**config.mk**
```make
export PLATFORM = sky130hd
export DESIGN_NAME = branch_predictor
export DESIGN_NICKNAME = d
export VERILOG_FILES = /design/src/rtl/bp_pkg.sv /design/src/rtl/bp_pht.sv /design/src/rtl/branch_predictor.sv
export SDC_FILE = /design/constraint.sdc
export NUM_CORES = 1
export LEC_CHECK = 0
export ABC_AREA = 1
export CORE_UTILIZATION = 50
export DETAILED_ROUTE_END_ITERATION = 8
export PLACE_DENSITY = 0.85
export SYNTH_ARGS = -nofsm -noshare
export SYNTH_HDL_FRONTEND = slang
export SYNTH_SLANG_ARGS = --single-unit
export TNS_END_PERCENT = 20
```
**constraint.sdc**
```tcl
create_clock -name clk -period 2.35 [get_ports clk]
set_clock_uncertainty 0.1 [all_clocks]
set_input_delay 0.47 -clock clk [delete_from_list [all_inputs] [get_ports clk]]
set_output_delay 0.47 -clock clk [all_outputs]
set_load 0.005 [all_outputs]
```
**src/rtl/bp_pkg.sv**
```systemverilog
// rtl/bp_pkg.sv - shared constants and saturating-arithmetic helpers for the branch predictor
package bp_pkg;

  localparam int MODE_BIMODAL = 0;
  localparam int MODE_GSHARE  = 1;

  // Step a value of the given width one unit up or down, clamping at all-ones and at zero.
  // Callers zero-extend into 64 bits and cast the result back to their own width.
  function automatic logic [63:0] sat_step(input logic [63:0] value,
                                           input int unsigned width,
                                           input logic        up);
    logic [63:0] top;
    top = (width >= 64) ? {64{1'b1}} : ((64'd1 << width) - 64'd1);
    if (up) sat_step = (value >= top) ? top : value + 64'd1;
    else    sat_step = (value == 64'd0) ? 64'd0 : value - 64'd1;
  endfunction

  // Weakly-not-taken: the largest value whose MSB is still clear.
  function automatic logic [63:0] ctr_reset_value(input int unsigned width);
    ctr_reset_value = (64'd1 << (width - 1)) - 64'd1;
  endfunction

endpackage

```
**src/rtl/bp_pht.sv**
```systemverilog
// rtl/bp_pht.sv - pattern history table: saturating counters, combinational read, one write port
module bp_pht
  import bp_pkg::*;
#(
  parameter int INDEX_BITS = 6,
  parameter int CTR_BITS   = 2
) (
  input  logic                  clk,
  input  logic                  arst_n,
  input  logic [INDEX_BITS-1:0] rd_index,
  output logic [CTR_BITS-1:0]   rd_ctr,
  input  logic                  wr_en,
  input  logic [INDEX_BITS-1:0] wr_index,
  input  logic                  wr_taken
);

  localparam int                   ENTRIES  = 1 << INDEX_BITS;
  localparam logic [CTR_BITS-1:0]  CTR_INIT = CTR_BITS'(ctr_reset_value(CTR_BITS));

  logic [CTR_BITS-1:0] ctr_q [ENTRIES];

  // Read returns the stored value, so a same-cycle write is not visible until the next cycle.
  assign rd_ctr = ctr_q[rd_index];

  // Train the addressed counter toward the resolved outcome; reset puts every entry at weak-not-taken.
  always_ff @(posedge clk or negedge arst_n) begin
    if (!arst_n) begin
      for (int i = 0; i < ENTRIES; i++) ctr_q[i] <= CTR_INIT;
    end else if (wr_en) begin
      ctr_q[wr_index] <= CTR_BITS'(sat_step(64'(ctr_q[wr_index]), CTR_BITS, wr_taken));
    end
  end

endmodule

```
**src/rtl/branch_predictor.sv**
```systemverilog
// rtl/branch_predictor.sv - bimodal/gshare predictor with mispredict flush and performance counters
module branch_predictor
  import bp_pkg::*;
#(
  parameter int PC_WIDTH   = 64,
  parameter int INDEX_BITS = 6,
  parameter int CTR_BITS   = 2,
  parameter int MODE       = 0,
  parameter int STAT_BITS  = 32
) (
  input  logic                  clk,
  input  logic                  arst_n,
  input  logic                  lookup_valid,
  input  logic [PC_WIDTH-1:0]   lookup_pc,
  output logic                  predict_taken,
  output logic [INDEX_BITS-1:0] predict_index,
  input  logic                  resolve_valid,
  input  logic [INDEX_BITS-1:0] resolve_index,
  input  logic                  resolve_taken,
  input  logic                  resolve_predicted,
  output logic                  flush_ID_EX,
  output logic [STAT_BITS-1:0]  branch_count,
  output logic [STAT_BITS-1:0]  mispredict_count
);

  logic [INDEX_BITS-1:0] ghr;
  logic [INDEX_BITS-1:0] pc_index;
  logic [CTR_BITS-1:0]   lookup_ctr;
  logic                  unused_pc_bits;

  // Instructions are word aligned, so the index starts above the two byte-offset bits.
  assign pc_index       = lookup_pc[INDEX_BITS+1:2];
  assign unused_pc_bits = ^{lookup_pc[PC_WIDTH-1:INDEX_BITS+2], lookup_pc[1:0]};

  // In bimodal mode ghr is tied to zero so the XOR collapses to the plain PC index.
  assign predict_index = pc_index ^ ghr;

  generate
    if (MODE == MODE_GSHARE) begin : g_ghr
      // History shifts in resolved outcomes only, so wrong-path fetches never pollute it.
      always_ff @(posedge clk or negedge arst_n) begin
        if (!arst_n)            ghr <= '0;
        else if (resolve_valid) ghr <= INDEX_BITS'({ghr, resolve_taken});
      end
    end else begin : g_no_ghr
      assign ghr = '0;
    end
  endgenerate

  bp_pht #(
    .INDEX_BITS (INDEX_BITS),
    .CTR_BITS   (CTR_BITS)
  ) u_pht (
    .clk      (clk),
    .arst_n   (arst_n),
    .rd_index (predict_index),
    .rd_ctr   (lookup_ctr),
    .wr_en    (resolve_valid),
    .wr_index (resolve_index),
    .wr_taken (resolve_taken)
  );

  // Outputs are forced quiet while reset is held so the pipeline sees no stray prediction or flush.
  assign predict_taken = arst_n & lookup_valid & lookup_ctr[CTR_BITS-1];
  assign flush_ID_EX   = arst_n & resolve_valid & (resolve_taken ^ resolve_predicted);

  // Performance counters stick at all-ones rather than wrapping back to a misleading small value.
  always_ff @(posedge clk or negedge arst_n) begin
    if (!arst_n) begin
      branch_count     <= '0;
      mispredict_count <= '0;
    end else begin
      if (resolve_valid)
        branch_count <= STAT_BITS'(sat_step(64'(branch_count), STAT_BITS, 1'b1));
      if (flush_ID_EX)
        mispredict_count <= STAT_BITS'(sat_step(64'(mispredict_count), STAT_BITS, 1'b1));
    end
  end

endmodule

```
# ---- Word level (Yosys, flattened, before mapping)
# Index checks and enable logic that the tools add are counted.
dict set report word_totals {
  ff_bits 192
  wordCells 100
}
dict set report op_classes {
  reduce_logical 2
  bitwise_logic 7
  mux 15
  addsub 4
  n_lt_le_gt_ge 6
}
# operator n
set ops {}
lappend ops {{$bwmux W128} 1}
lappend ops {{$add A32 B1 Y32 const B} 2}
lappend ops {{$ge A32 B32 Y1 const B} 2}
lappend ops {{$mux W32} 2}
lappend ops {{$bmux W2 S6} 2}
lappend ops {{$mux W2} 9}
lappend ops {{$ge A7 B7 Y1 const B} 2}
lappend ops {{$not A6 Y7} 2}
lappend ops {{$demux W2 S6} 1}
lappend ops {{$lt A7 B1 Y1 const B} 1}
lappend ops {{$and A1 B1 Y1} 4}
lappend ops {{$add A2 B1 Y2 const B} 1}
lappend ops {{$ge A2 B2 Y1 const B} 1}
lappend ops {{$logic_not A2 Y1} 1}
lappend ops {{$sub A2 B1 Y2 const B} 1}
lappend ops {{$logic_and A1 B1 Y1} 1}
lappend ops {{$xor A1 B1 Y1} 1}

# ---- Depth between registers and ports, before layout
# Gate-level depths: netlist (run 1).
dict set report logic_depth {
  ltp_word 9
  ltp_mapped 18
  mapped_depth_nobuf 16
}

# ---- Modules after synthesis
# From an unflattened synthesis (run 1), not the netlist that was laid out.
dict set report unflattened {
  cells_unflattened 1868
  area_unflattened_um2 12230.5
}
# module area_each_um2 n_inst cells_per_inst
set by_module_without_submodules {}
lappend by_module_without_submodules {bp_pht 8256.7 1 1325}
lappend by_module_without_submodules {branch_predictor 3973.8 1 543}

# ---- Worst setup path before layout (run 1)
# Ideal clock, no wire load.
dict set report synth_timing {
  path_type {input to output}
  start {input lookup_pc[2]}
  end {output predict_taken}
  stages 8
  t_required_ns 1.780
  path_buffers 2
  slack_ns 0.159
  arrival_time_ns 1.621
  path_cell_list {clkbuf_1 clkbuf_1 o21ai_0 o221ai_1 nand3_1 nand3_1 nand3_1 a21oi_1}
}
dict set report synth_via {
  elab_chain_cells 5
}
# item line_no
set synth_lines {}
lappend synth_lines {{start, declared} branch_predictor.sv:14} ;# input logic [PC_WIDTH-1:0] lookup_pc,
lappend synth_lines {{$not A6 Y7 (not written as such)} bp_pht.sv:23} ;# assign rd_ctr = ctr_q[rd_index];
lappend synth_lines {{$bmux W2 S6} bp_pht.sv:23}
lappend synth_lines {{$mux W2 (not written as such) (2 in series)} bp_pht.sv:23}
lappend synth_lines {{$and A1 B1 Y1} branch_predictor.sv:64} ;# assign predict_taken = arst_n & lookup_valid & lookup_ctr[CTR_BITS-1];
lappend synth_lines {{end, declared} branch_predictor.sv:15} ;# output logic predict_taken,
# Every way passes these cells. The select of a mux whose other input is x is not followed.

# ---- Worst setup path after layout (run 1)
dict set report layout_timing {
  start {input lookup_pc[5]}
  end {output predict_taken}
}
# Same word-level chain as after synthesis.

==> results of run 1 <==
-- cell usage in the layout (no fill, tap or decap), drive strengths merged --
master and count:
dfrtp 128, a31oi 2, ha 2, a21oi 26, nand3 138, clkdlybuf4s50 77, nand2 718, dlymetal6s2s 4
inv 213, or2 13, clkbuf 27, nand3b 6, nor3 42, o221ai 1, nor4 7, o21ai 95
dfstp 64, dlygate4sd3 1, clkinv 7, bufinv 1, nand4 26, xor2 27, buf 156, xnor2 8
nor2 150, o211ai 9, dlygate4sd2 3, clkinvlp 2
-- worst max-delay path: stages --
cell and delay, ns:
sky130_fd_sc_hd__clkdlybuf4s50_1 0.60, sky130_fd_sc_hd__buf_4 0.16, sky130_fd_sc_hd__nand3_1 0.09, sky130_fd_sc_hd__nand3_2 0.10
sky130_fd_sc_hd__nand3_2 0.08, sky130_fd_sc_hd__a21oi_2 0.14, sky130_fd_sc_hd__buf_2 0.12
-- layer usage --
layer,up-vias,track usage [%]
met5,-,0
met2,690,49.8
met3,154,5.83
li1,5818,-
met1,5776,39.0
met4,0,13.0
-- synthesized netlist by cell type, types with 3 or more instances --
| cell | count |
|---|---|
| sky130_fd_sc_hd__inv_1 | 204 |
| sky130_fd_sc_hd__dfstp_2 | 64 |
| sky130_fd_sc_hd__o21ai_1 | 8 |
| sky130_fd_sc_hd__a21oi_1 | 26 |
| sky130_fd_sc_hd__nor2_2 | 9 |
| sky130_fd_sc_hd__o211ai_1 | 9 |
| sky130_fd_sc_hd__clkbuf_1 | 16 |
| sky130_fd_sc_hd__xnor2_1 | 8 |
| sky130_fd_sc_hd__nand2_2 | 4 |
| sky130_fd_sc_hd__nor4_1 | 6 |
| sky130_fd_sc_hd__xor2_1 | 27 |
| sky130_fd_sc_hd__buf_2 | 23 |
| sky130_fd_sc_hd__nand3b_1 | 4 |
| sky130_fd_sc_hd__nand4_1 | 26 |
| sky130_fd_sc_hd__nor2_1 | 141 |
| sky130_fd_sc_hd__dfrtp_1 | 128 |
| sky130_fd_sc_hd__nand3_2 | 3 |
| sky130_fd_sc_hd__buf_4 | 12 |
| sky130_fd_sc_hd__nand2_1 | 712 |
| sky130_fd_sc_hd__buf_6 | 10 |
| sky130_fd_sc_hd__o21ai_0 | 87 |
| sky130_fd_sc_hd__or2_2 | 11 |
| sky130_fd_sc_hd__nand3_1 | 135 |
| sky130_fd_sc_hd__nor3_1 | 39 |
| sky130_fd_sc_hd__inv_2 | 4 |
-- sequential cells by signal (all words and copies together) (netlist names) --
| name | count |
|---|---|
| u_pht.ctr_q | 128 |
| branch_count | 32 |
| mispredict_count | 32 |
-- worst max-delay path by stage --
stage	from	to	depth (start not counted)
5_1_grt	u_pht.ctr_q[45]$_DFFE_PN0P_	predict_taken	9
4_1_cts	resolve_index[1]	u_pht.ctr_q[87]$_DFFE_PN0P_	17
3_3_place_gp	lookup_pc[2]	predict_taken	11
2_1_floorplan	lookup_pc[2]	predict_taken	8
6_report	lookup_pc[5]	predict_taken	7
3_5_place_dp	lookup_pc[2]	predict_taken	11
-- power by group --
group / switching, mW / total, mW / internal, mW
clock: 1.46 / 2.96 / 1.50
combinational: 1.34 / 2.44 / 1.10
sequential: 0.397 / 4.25 / 3.85
-- layout make-up --
cell class,instances,area (um^2)
flip-flops and latches,192,4890
repair buffers,250,2480
clock buffers,18,429
clock inverters,14,151
well taps,313,392
inverters,209,792
fillers,1875,7830
multi-input cells,1270,5820
-- what timing repair did --
action,4_1_cts,5_1_grt
setup endpoints to repair,130,151
buffers inserted,5,11
gates cloned,2,12
pin swaps,10,20
gates resized for setup,60,63
hold buffers,1,0
endpoints found under the hold margin,7,0
-- metrics by stage --
step | util [%] | total power, mW | instance area (um^2) | hold slack [ns] | setup WS [ns]
floorplan | - | 5.30 | 11700 | 0.0744 | 0.159
global placement | 60.3 | 6.24 | 13700 | 0.353 | -0.819
detailed placement | 60.3 | 6.30 | 13700 | 0.356 | -0.838
CTS | 63.3 | 9.29 | 14400 | 0.100 | -0.00894
global route | 65.6 | 10.0 | 14900 | 0.102 | -0.0823
finish | 65.6 | 9.65 | 14900 | 0.0304 | 0.00784
-- cell families after synthesis --
group                    synth area share, %
XOR/XNOR                                2.63
adder cells (fa/ha/maj)                0.215
AO/OA/AOI/OAI                           5.96
flip-flops                              41.9
AND/OR/NAND/NOR                         39.3
buffers and inverters                   10.0
==> reports/qor.txt, run 1 <==
Antenna diode instance count - 0
Max-slew headroom - 42.7%
Antenna violations before repair - 0
Number of global-route vias before repair - 11,500
Total met3 wirelength after detailed routing - 3860 um
Total Nets Final - 2,018
Total iterations of the first detailed-routing run - 8
Largest net degree at the start of global routing - 113
Total of warnings raised by yosys - 0
DR iter-0 viols - 1,279
Worst Setup Start Kind - input pin
Total power divided by cell area - 646 mW/mm^2
Post-Place Cells - 2,203
Leading area contributor after synthesis - sky130_fd_sc_hd__dfrtp_1
Count of endpoints failing setup in the final report - 0
Via count - 12,400
Final Routed Wirelength - 37,800 um
Unrepaired setup endpoints after global routing - true
Async set-reset flop share out of synthesis - 100%
Fin crit share - 99.7%
Startpoint of the most critical register-to-register path - u_pht.ctr_q[73]$_DFFE_PN0P_
Post-synth net total - 1,809
Deepest level of the CTS H-tree - 4
Port Buf Inserts - 89
Number of flops mapped to enable cells by yosys - 0
Internal reg-to-reg setup slack - 0.07 ns
Number of standard cells in the layout, taps in and fillers out - 2,266
DRC errors left - 0
Static Leak - 7.28 nW
Die width - 155 um
Result of the run - completed
Combined global-route utilization of all metal layers - 30.3%
Global route total overflow - 0
Clock buffers created by TritonCTS - 17
Area of the die - 0.0239 mm^2
Tmin final - 2.34 ns
First-pass GRT wire length - 57,600 um
Final Hold Vio Count - 0
Starting density of the core - 51.2%
Arr. time, crit path - 1.77 ns
Mean instance size in the synthesized netlist - 6.73 um^2
Setup Crit Path Kind - input pin to primary output
Max Cap Viol - 0
Final ANT Viol Nets - 0
Maximum fanout count along the critical path - 5
Std-Cell Core Area - 0.0228 mm^2
Via density per instance - 5.49
Transition at the pin with the smallest max-transition slack - 0.860 ns
Cell at the root of the clock tree - sky130_fd_sc_hd__clkbuf_16
CTS tree - done
Crit. End Element - primary output
Portion of synthesized cell area occupied by the leading cell type - 27.5%
Die outline height - 155 um
Gate count of the mapped netlist - 1,731
Buffer levels on the longest clock path - 2
Placer's final routability congestion estimate - 0.980
Max frequency - 427 MHz
Post-synthesis to final-layout area growth - 28.3%
Worst path required time - 1.78 ns
Fraction of final layout cells sized beyond drive strength 1 - 17.7%
Total length of routed met2 wires - 17,300 um
Logic depth of the worst register-to-register path - 15
Post-CTS clock slew at the launch and capture registers of the worst setup and hold paths - 0.08 ns
Distinct cell type count of the synthesized netlist - 37
Area contributors post-synth - sky130_fd_sc_hd__dfrtp_1 (27%), sky130_fd_sc_hd__nand2_1 (23%), sky130_fd_sc_hd__dfstp_2 (14%)
Post-detail-place hpwl - 25,100 um
Later-pin clock latency in the skew report - 0.46 ns
Peak supply drop - 508 uV
Cell row count - 55
Register bit count reported by yosys - 192
R2r endpoint - u_pht.ctr_q[15]$_DFFE_PN0P_
Number of clock sinks seen by CTS - 192
Share of the yosys chip area belonging to registers - 41.9%
Final-layout setup total negative slack - 0 ns
Wirelength per Cell - 16.7 um
WL met1 - 15,000 um
Type of the most critical hold path - input pin to asynchronous set/reset pin
Slew Viols, Final - 0
Post-synthesis instance area - 0.0117 mm^2
Number of top-level design ports - 148
Highest routed metal layer - met4
Synth Flop Type - sky130_fd_sc_hd__dfrtp_1
Power figures use the tool's default switching activity.
==> inputs of run 2 (changes only) <==
Settings changed: CAP_MARGIN set to 20.
Clock period 2.35 ns to 2.3 ns, I/O delays scaled along.
==> reports/qor.txt, run 2 (synthesis gave the netlist of run 1 again) <==
Result of the run - complete, but fails checks (was completed)
Violated checks - negative setup slack
Clock buffers created by TritonCTS - 17 (unchanged)
Number of clock sinks seen by CTS - 192 (unchanged)
Worst path required time - 1.74 ns (was 1.78 ns)
First-pass GRT wire length - 58,000 um (was 57,600 um)
Max frequency - 418 MHz
Number of flip-flops under the largest register name - 128 (unchanged)
Antenna violations before repair - 0 (unchanged)
Peak supply drop - 390 uV (was 508 uV)
Peak per-stage delay on the critical path - 0.36 ns (was 0.60 ns)
Fin crit share - 104%
Total Nets Final - 2,007 (was 2,018)
Port Buf Inserts - 89 (unchanged)
Buffer levels on the longest clock path - 2 (unchanged)
Transition at the pin with the smallest max-transition slack - 0.844 ns (was 0.860 ns)
Max-slew headroom - 43.7% (was 42.7%)
Number of top-level design ports - 148 (unchanged)
Post-detail-place hpwl - 25,000 um (was 25,100 um)
Unrepaired setup endpoints after global routing - true (unchanged)
Die width - 155 um (unchanged)
Registers with the highest flip-flop counts - u_pht.ctr_q x128, branch_count x32, mispredict_count x32 (unchanged)
Crit. End Element - primary output (unchanged)
CTS hold repair buffers - 0 (was 1)
Wirelength per Cell - 16.0 um (was 16.7 um)
Critical path depth in cells - 9 (was 7)
Deepest level of the CTS H-tree - 4 (unchanged)
Final ANT Viol Nets - 0 (unchanged)
Tmin final - 2.39 ns
Cell at the root of the clock tree - sky130_fd_sc_hd__clkbuf_16 (unchanged)
Via count - 12,200 (was 12,400)
DRC errors left - 0 (unchanged)
Global route total overflow - 0 (unchanged)
Number of standard cells in the layout, taps in and fillers out - 2,255 (was 2,266)
Fillers - 1,961 (was 1,875)
Std-Cell Core Area - 0.0228 mm^2 (unchanged)
Largest net degree at the start of global routing - 127 (was 113)
Slowest stage cell, crit path - sky130_fd_sc_hd__dfrtp_1 (was sky130_fd_sc_hd__clkdlybuf4s50_1)
Buffers and inverters on the worst path - 2 (was 3)
Static Leak - 7.16 nW (was 7.28 nW)
Leading cell types in the layout, fill and taps excluded - sky130_fd_sc_hd__nand2_1 (710), sky130_fd_sc_hd__inv_1 (193), sky130_fd_sc_hd__nor2_1 (137) (was sky130_fd_sc_hd__nand2_1 (708), sky130_fd_sc_hd__inv_1 (190), sky130_fd_sc_hd__nor2_1 (136))
Final setup margin - -0.0902 ns (was 0.00784 ns)
Later-pin clock latency in the skew report - 0.45 ns (was 0.46 ns)
CTS tree - done (unchanged)
Type of the most critical hold path - input pin to asynchronous set/reset pin (unchanged)
Combined global-route utilization of all metal layers - 30.6% (was 30.3%)
Area post-placement - 0.0137 mm^2 (unchanged)
Overall power of the completed layout - 9.57 mW (was 9.65 mW)
DR iter-0 viols - 1,242 (was 1,279)
Fraction of final layout cells sized beyond drive strength 1 - 16.4% (was 17.7%)
Area of the die - 0.0239 mm^2 (unchanged)
Final Hold Vio Count - 0 (unchanged)
Count of endpoints failing setup in the final report - 1 (was 0)
Total power divided by cell area - 654 mW/mm^2 (was 646 mW/mm^2)
Antenna diode instance count - 0 (unchanged)
Finished layout cell area - 0.0146 mm^2 (was 0.0149 mm^2)
Most flop-heavy register - u_pht.ctr_q (unchanged)
Post-Place Cells - 2,203 (unchanged)
Max Cap Viol - 0 (unchanged)
Slew Viols, Final - 0 (unchanged)
Multi-input gate area in the final layout - 0.00568 mm^2 (was 0.00582 mm^2)
Logic depth of the worst register-to-register path - 9 (was 15)
Critical-path cell list - inv_1, o21ai_1, a21oi_1, o21ai_1, nand3_1, nand3_1, nand3b_1, a21oi_2, buf_2 (was clkdlybuf4s50_1, buf_4, nand3_1, nand3_2, nand3_2, a21oi_2, buf_2)
Setup Crit Path Kind - flip-flop to primary output (was input pin to primary output)
Starting density of the core - 51.2% (unchanged)
Cell row count - 55 (unchanged)
Post-CTS clock slew at the launch and capture registers of the worst setup and hold paths - 0.08 ns (about the same)
Post-synthesis to final-layout area growth - 25.6% (was 28.3%)
Final-layout worst hold slack - 0.0428 ns (was 0.0304 ns)
Final Routed Wirelength - 36,100 um (was 37,800 um)
Storage cell area - 0.00488 mm^2 (was 0.00489 mm^2)
Number of global-route vias before repair - 11,600 (was 11,500)
Final-layout setup total negative slack - -0.0902 ns (was 0 ns)
Die outline height - 155 um (unchanged)
Placer's final routability congestion estimate - 0.989 (was 0.980)
Via density per instance - 5.42 (was 5.49)
Arr. time, crit path - 1.83 ns (was 1.77 ns)
Cell family contributing the most delay on the critical path - compound AO/OA/AOI/OAI gates (was buffers and inverters)
Total iterations of the first detailed-routing run - 6 (was 8)
Worst Setup Start Kind - flip-flop (was input pin)
Maximum fanout count along the critical path - 2 (was 5)
Most frequent standard cell in the layout excluding fill and tap cells - sky130_fd_sc_hd__nand2_1 (unchanged)
==> run 2: changes by cell type in the layout (fill, tap and decap cells not counted), sizes merged <==
cell           change
inv                +1
clkbuf             -4
dlygate4sd3        -1
dlygate4sd2        +2
nand2              -1
clkdlybuf4s50      -1
dlymetal6s2s       -1
clkinv             -2
bufbuf             +1
buf                -5
==> run 2: worst paths after layout <==
kind,start,endpoint,slack [ns]
min,arst_n,u_pht.ctr_q[97]$_DFFE_PN0P_,0.04
min in group clk,u_pht.ctr_q[96]$_DFFE_PN1P_,u_pht.ctr_q[96]$_DFFE_PN1P_,0.37
max reg2reg,mispredict_count[0]$_DFFE_PN0P_,mispredict_count[15]$_DFFE_PN0P_,0.07
max in group asynchronous,arst_n,u_pht.ctr_q[55]$_DFFE_PN0P_,1.33
min reg2reg,u_pht.ctr_q[96]$_DFFE_PN1P_,u_pht.ctr_q[96]$_DFFE_PN1P_,0.37
max,u_pht.ctr_q[105]$_DFFE_PN0P_,predict_taken,-0.09
==> run 2: repair_timing <==
action                                  CTS  global route
endpoints found under the setup margin  131            98
cloned                                    1             5
setup buffers                             5             9
pin swaps                                13            18
endpoints found under the hold margin     0             0
resized for setup                        38            49
==> run 2: routing by layer <==
layer	share of wire, %	wire (um)	GRT usage, %	up-vias
li1	-	-	-	5782
met1	40	14400	40.0	5643
met2	47	17100	51.0	678
met3	9.4	3390	4.79	108
met4	3.4	1220	11.8	0
met5	0	0	0	-
==> run 2: cell type report <==
class | count | share of cell area (%)
Multi-Input combinational cell | 1269 | 38.8
Sequential cell | 192 | 33.4
Timing Repair Buffer | 240 | 15.8
Inverter | 209 | 5.39
Clock buffer | 19 | 3.03
Tap cell | 313 | 2.68
Clock inverter | 13 | 0.872
==> run 2: power by group <==
group / switching, mW / internal [mW]
Combinational: 1.25 / 1.00
Clock: 1.44 / 1.55
Sequential: 0.394 / 3.93
Total: 3.09 / 6.48
==> run 2: through the flow <==
step / utilization (%) / setup WS, ns
global route: 64.3 / -0.175
finish: 64.3 / -0.0902
global placement: 60.3 / -0.828
CTS: 63.4 / -0.0681
detailed placement: 60.3 / -0.814
floorplan: - / 0.129
